**config.mk**
```make
export PLATFORM = sky130hd
export DESIGN_NAME = shiftreg_rw_ctrl
export DESIGN_NICKNAME = d
export VERILOG_FILES = /design/src/rtl/shiftreg_rw_ctrl.sv
export SDC_FILE = /design/constraint.sdc
export NUM_CORES = 1
export LEC_CHECK = 0
export CORE_MARGIN = 2
export CORE_UTILIZATION = 48
export DETAILED_ROUTE_END_ITERATION = 12
export PLACE_DENSITY = 0.77
export SLEW_MARGIN = 30
export SYNTH_ARGS = -nofsm -noshare
export SYNTH_HDL_FRONTEND = slang
export SYNTH_SLANG_ARGS = --single-unit
```
**constraint.sdc**
```tcl
create_clock -name clk_in -period 1.66 [get_ports clk_in]
set_input_delay 0.249 -clock clk_in [delete_from_list [all_inputs] [get_ports clk_in]]
set_output_delay 0.249 -clock clk_in [all_outputs]
set_load 0.03 [all_outputs]
```
**src/rtl/shiftreg_rw_ctrl.sv**
```systemverilog
// Serial write/readback engine for the chip configuration shift register.
// Shifts din out MSB-first on sr_din/sr_clk, captures sr_dout into dout, then strobes sr_load.
module shiftreg_rw_ctrl #(
    parameter int SR_WIDTH  = 200,
    parameter int CNT_WIDTH = 8
) (
    input  logic                clk_in,
    input  logic                rst,
    input  logic                clk_div,
    input  logic                start,
    input  logic [SR_WIDTH-1:0] din,
    output logic                busy,
    output logic                done,
    output logic [SR_WIDTH-1:0] dout,
    output logic                sr_clk,
    output logic                sr_din,
    input  logic                sr_dout,
    output logic                sr_load
);

    typedef enum logic [2:0] {
        IDLE,
        SHIFT_LO,
        SHIFT_HI,
        LOAD,
        DONE
    } state_t;

    localparam logic [CNT_WIDTH-1:0] LAST_CNT = CNT_WIDTH'(SR_WIDTH - 1);

    state_t                state;
    logic                  clk_div_q;
    logic                  tick;
    logic [SR_WIDTH-1:0]   shreg;
    logic [SR_WIDTH-1:0]   capture;
    logic [CNT_WIDTH-1:0]  counter;

    // clk_div is treated as data: its rising edge becomes a one-cycle shift tick
    assign tick = clk_div & ~clk_div_q;

    always_ff @(posedge clk_in) begin
        if (rst) begin
            state     <= IDLE;
            clk_div_q <= 1'b0;
            busy      <= 1'b0;
            done      <= 1'b0;
            dout      <= '0;
            sr_clk    <= 1'b0;
            sr_din    <= 1'b0;
            sr_load   <= 1'b0;
            shreg     <= '0;
            capture   <= '0;
            counter   <= '0;
        end else begin
            clk_div_q <= clk_div;
            done      <= 1'b0;
            case (state)
                IDLE: begin
                    if (start) begin
                        shreg   <= din;
                        capture <= '0;
                        counter <= '0;
                        busy    <= 1'b1;
                        state   <= SHIFT_LO;
                    end
                end
                SHIFT_LO: begin
                    if (tick) begin
                        sr_clk <= 1'b0;
                        sr_din <= shreg[SR_WIDTH-1];
                        state  <= SHIFT_HI;
                    end
                end
                SHIFT_HI: begin
                    if (tick) begin
                        sr_clk  <= 1'b1;
                        capture <= {capture[SR_WIDTH-2:0], sr_dout};
                        shreg   <= {shreg[SR_WIDTH-2:0], 1'b0};
                        counter <= counter + 1'b1;
                        state   <= (counter == LAST_CNT) ? LOAD : SHIFT_LO;
                    end
                end
                LOAD: begin
                    // sr_load itself marks whether the first LOAD tick has been seen
                    if (tick) begin
                        if (!sr_load) begin
                            sr_clk  <= 1'b0;
                            sr_din  <= 1'b0;
                            sr_load <= 1'b1;
                        end else begin
                            sr_load <= 1'b0;
                            dout    <= capture;
                            done    <= 1'b1;
                            state   <= DONE;
                        end
                    end
                end
                DONE: begin
                    busy  <= 1'b0;
                    state <= IDLE;
                end
                default: state <= IDLE;
            endcase
        end
    end

endmodule

```
# After elaboration in Yosys (flattened, before gate mapping)
# Cells that the tools add are included.
op_classes:
  addsub: 1
  n_eq_ne: 11
  muxes: 27
  bitwise_logic: 4
  reduce_logical: 13
op_table:
  columns: ["cell", "n"]
  rows:
  - ["$mux 200", 4]
  - ["$pmux 200 s2", 2]
  - ["$mux 8", 2]
  - ["$pmux 8 s2", 1]
  - ["$mux 3", 5]
  - ["$ne 2x2->1 const B", 6]
  - ["$pmux 3 s4", 1]
  - ["$reduce_and 5->1", 2]
  - ["$add 8x1->8 const B", 1]
  - ["$eq 8x8->1 const B", 1]
  - ["$mux 1", 8]
  - ["$eq 3x2->1 const B", 2]
  - ["$reduce_and 3->1", 2]
  - ["$reduce_bool 2->1", 3]
  - ["$pmux 1 s2", 2]
  - ["$reduce_and 2->1", 2]
  - ["$reduce_and 4->1", 1]
  - ["$eq 3x1->1 const B", 1]
  - ["$eq 3x3->1 const B", 1]
  - ["$logic_not 3->1", 1]
  - ["$not 1->1", 3]
  - ["$pmux 1 s3", 1]
  - ["$reduce_bool 3->1", 1]
  - ["$reduce_or 3->1", 1]
  - ["other kinds (2)", 2]
word_totals:
  regBits: 617
  input_bits: 205
  output_inout_bits: 205
  wordCells: 67

# Depth between registers and ports, before layout
logic_depth:
  ltp_word: 4
  ltp_mapped: 7
  depth_no_buf: 5

# Least setup slack after synthesis
# Ideal clock, no wire load.
synth_timing:
  path_kind: "reg-to-reg"
  from: "reg clk_div_q"
  to: "reg shreg[109]"
  setup_ns: 0.142
  arrival_ns: 1.405
  required_ns: 1.518
  setup_slack_ns: 0.113
  path_stages_with_launch: 6
  n_path_buf: 2
  synth_period_minus_slack_ns: 1.547
  path_cell_list: "dfxtp_1 -> nand3b_2 -> a21boi_2 -> buf_2 -> buf_1 -> a311oi_1"
synth_via:
  elab_chain_cells: 4
synth_rtl:
  columns: ["item", "line", "text"]
  rows:
  - ["start, declared", "32", "logic clk_div_q;"]
  - ["start signal, assigned", "55", "clk_div_q <= clk_div;"]
  - ["$not 1->1", "39", "assign tick = clk_div & ~clk_div_q;"]
  - ["$and 1x1->1", "39", null]
  - ["$ne 2x2->1 (no source line)", null, null]
  - ["$reduce_and 3->1 (no source line)", null, null]
  - ["end signal, assigned", "60", "shreg <= din;"]
  - ["end signal, assigned", "78", "shreg <= {shreg[SR_WIDTH-2:0], 1'b0};"]
  - ["end, declared", "34", "logic [SR_WIDTH-1:0] shreg;"]
# Every way passes these cells.
# A chain may end at the register's enable or synchronous reset.

# Worst setup path in the final report
layout_timing:
  from: "reg state[1]"
  to: "reg shreg[171]"
layout_via:
  elab_chain_cells: 3
  elab_cells_between_ends: 7
  classes_between: "eq/ne (3); mux (1); reduce/logical (3)"
layout_rtl:
  columns: ["item", "line", "text"]
  rows:
  - ["start, declared", "31", "state_t state;"]
  - ["start signal, assigned", "80", "state <= (counter == LAST_CNT) ? LOAD : SHIFT_LO;"]
  - ["$eq 3x2->1 / $logic_not 3->1 (equally long branches)", "57", "case (state)"]
  - ["$ne 2x2->1 (no source line) / $reduce_bool 2->1 (equally long branches)", null, null]
  - ["$reduce_and 3->1 (no source line)", null, null]
# Several ways; a longest one is shown, not always the timed one.

==> flow_summary.ini <==
[detailed_routing]
drt_pass1_iterations = 6
totalWireLength_um = 75200
drtIter0Drc = 2534
drc = 0
viasPerCell = 5.75
ant_nets = 0
dr_total_vias = 23100
wl_per_cell_um = 18.7

[global_route]
grt_pass1_wl_um = 104000
grt_pass1_vias = 20800
grt_start_max_net_pins = 85
grt_use_total = 0.248
grt_overflow = 0
antenna_found_initial = 2

[synthesis]
synth_edf_count = 0
ys_types = 39
synth_nets = 3166
yosysWarnings = 0
syn_area_per_cell_um2 = 7.88
synthFlopType = dfxtp_1
synth_seq_cells = 617
ys_seq_area_frac = 0.530
synthCells = 2960
synth_area_um2 = 23300
async_flop_share = 0

[floorplan]
initial_utilization = 0.487
dieHeight_um = 224
core_area_um2 = 47800
die_area_um2 = 50400
die_x_um = 224
ios = 410
rows = 80

[cts]
cts_buffers = 59
cts_max_path_buffers = 3
clock_latency_ns = 0.62
htreeDepth = 2
hold_buffers = 0
clockRootBuffer = clkbuf_16
cts_tree = yes
clock_sinks = 617
path_clk_slew_ns = 0.06

[power_and_ir_drop]
irDropWorstVdd_v = 0.000806
power.leakage_nw = 12.2
power_density_nw_per_um2 = 1030

[worst_setup_path]
path_max_fanout = 16
crit_type = reg2reg
crit_start = state[1]
cp-start-kind = flip-flop
reg2reg_from = state[1]
endpoint_kind = flip-flop
critical_path_required_ns = 2.16
crit_arrival_ns = 2.18

[sta]
worst_pin_slew_ns = 0.609
slew_headroom = 0.594
rsz0062_at_grt = yes
post-route-min-period_ns = 1.68
slew_violations = 0
setup_viol = 8
min_period_over_period = 1.01
whs_ns = 0.0989
timing.final.ws_setup_ns = -0.0236
finClkSkew_ns = 0.0210
clock.fmax_ghz = 0.594
hold_violations = 0

[placement]
placed_cells = 3837
routabilityCongestion = 0.840
hpwl_um = 41700
io_buffers = 409

[flow_run]
drv_cap = 0

[layout]
num-fill-cells = 3520
area_delta_synth_final_pct = 40.2
fin_cells = 4023
register_area_um2 = 12400
multi_input_area_um2 = 10300
nNetsFinal = 3567
drive_gt1_frac = 0.133

[outcome]
failed_checks = negative setup slack
status = finished with violations

[worst_hold_path]
hp-start = rst
hold_path.class = in2reg
kinds of logic after synthesis:
logic type	synth area share
DFF	0.530
adders and majority gates	0.000536
AOI/OAI and AO/OA	0.169
and+or+nand+nor	0.246
buffers and inverters	0.0521
xor gates and xnor gates	0.00263
worst max-delay path, cell delays in order (launching register included):
cell and delay [ns]:
dfxtp_4 0.40, nand2b_4 0.16, a21boi_4 0.07, buf_12 0.14, buf_8 0.15, buf_4 0.15
clkbuf_16 0.17, a311oi_1 0.30
final timing paths:
| kind | to | slack, ns | depth (start not counted) |
|---|---|---|---|
| worst max-delay path | shreg[171] | -0.02 | 7 |
| worst max register to register | shreg[171] | -0.02 | 7 |
| worst min-delay path | sr_din | 0.1 | 2 |
| worst min register to register | dout[59] | 0.45 | 2 |
per-layer routing:
metal	part of all wire	global-route usage	vias up
li1	-	-	10800
met1	0.40	0.319	11000
met2	0.48	0.414	1093
met3	0.077	0.0371	196
met4	0.040	0.108	0
met5	0	0	-
power by group:
group | internal [mW] | leakage, nW | total (mW) | switching (mW)
clock network | 7.98 | 0.980 | 13.8 | 5.80
registers | 15.3 | 5.02 | 15.6 | 0.313
logic | 2.06 | 6.16 | 4.26 | 2.20
total | 25.4 | 12.2 | 33.7 | 8.31
registers in the layout (all words and copies together) (netlist names):
name	flops
busy	1
capture	200
clk_div_q	1
counter	8
done	1
dout	200
shreg	200
sr_clk	1
sr_din	1
sr_load	1
state	3
layout by cell type (no fill, tap or decap), types with 11 or more instances in the layout:
cell type / instances
a21oi_1: 392
a21oi_2: 13
a311oi_1: 138
a311oi_2: 62
buf_12: 37
buf_16: 26
buf_4: 71
buf_6: 20
clkbuf_1: 11
clkbuf_16: 94
clkbuf_2: 15
clkbuf_8: 12
clkdlybuf4s15_1: 35
clkdlybuf4s15_2: 34
clkdlybuf4s50_1: 203
clkinv_2: 13
dfxtp_1: 613
dlygate4sd2_1: 121
nand2_1: 999
nand3_1: 204
nor2_1: 205
layout make-up:
class | instances | area share
Tap cell | 615 | 0.0235
Clock inverter | 24 | 0.00880
Clock buffer | 82 | 0.0515
Multi-Input combinational cell | 2071 | 0.316
Timing Repair Buffer | 609 | 0.221
Antenna cell | 2 | 0.000153
Sequential cell | 617 | 0.378
Inverter | 3 | 0.000344
cell usage after synthesis, types with 2 or more instances:
cell type	number	area, um2
nor3_1	2	10.0
inv_1	3	11.3
a2111oi_2	3	45.0
a311oi_1	200	1750
nand2_1	1001	3760
a21o_1	2	15.0
buf_4	4	30.0
nor2_1	215	807
a211oi_1	3	22.5
clkbuf_1	110	413
buf_2	143	716
nand3_1	205	1030
a21oi_1	405	2030
buf_1	12	45.0
dfxtp_1	617	12400
nor2b_1	5	31.3
and3b_1	2	17.5
xnor2_1	6	52.6
nand2b_1	2	12.5
through the flow:
stage	power, mW	setup WS, ns	instance area [um2]	setup TNS [ns]	utilization
2_1_floorplan	17.6	0.113	23300	0	-
3_3_place_gp	18.8	-0.342	28500	-146.33	0.595
3_5_place_dp	18.9	-0.406	28500	-179.03	0.595
4_1_cts	32.7	-0.0742	30800	-1.80	0.644
5_1_grt	34.7	-0.0611	32700	-2.75	0.683
6_report	33.7	-0.0236	32700	-0.0864	0.683
timing repair:
action / in CTS / in global routing
cloned: 10 / 49
setup endpoints to repair: 676 / 534
gates resized for setup: 326 / 186
pin swaps: 2 / 106
buffers inserted: 4 / 16
Power figures use the tool's default switching activity.
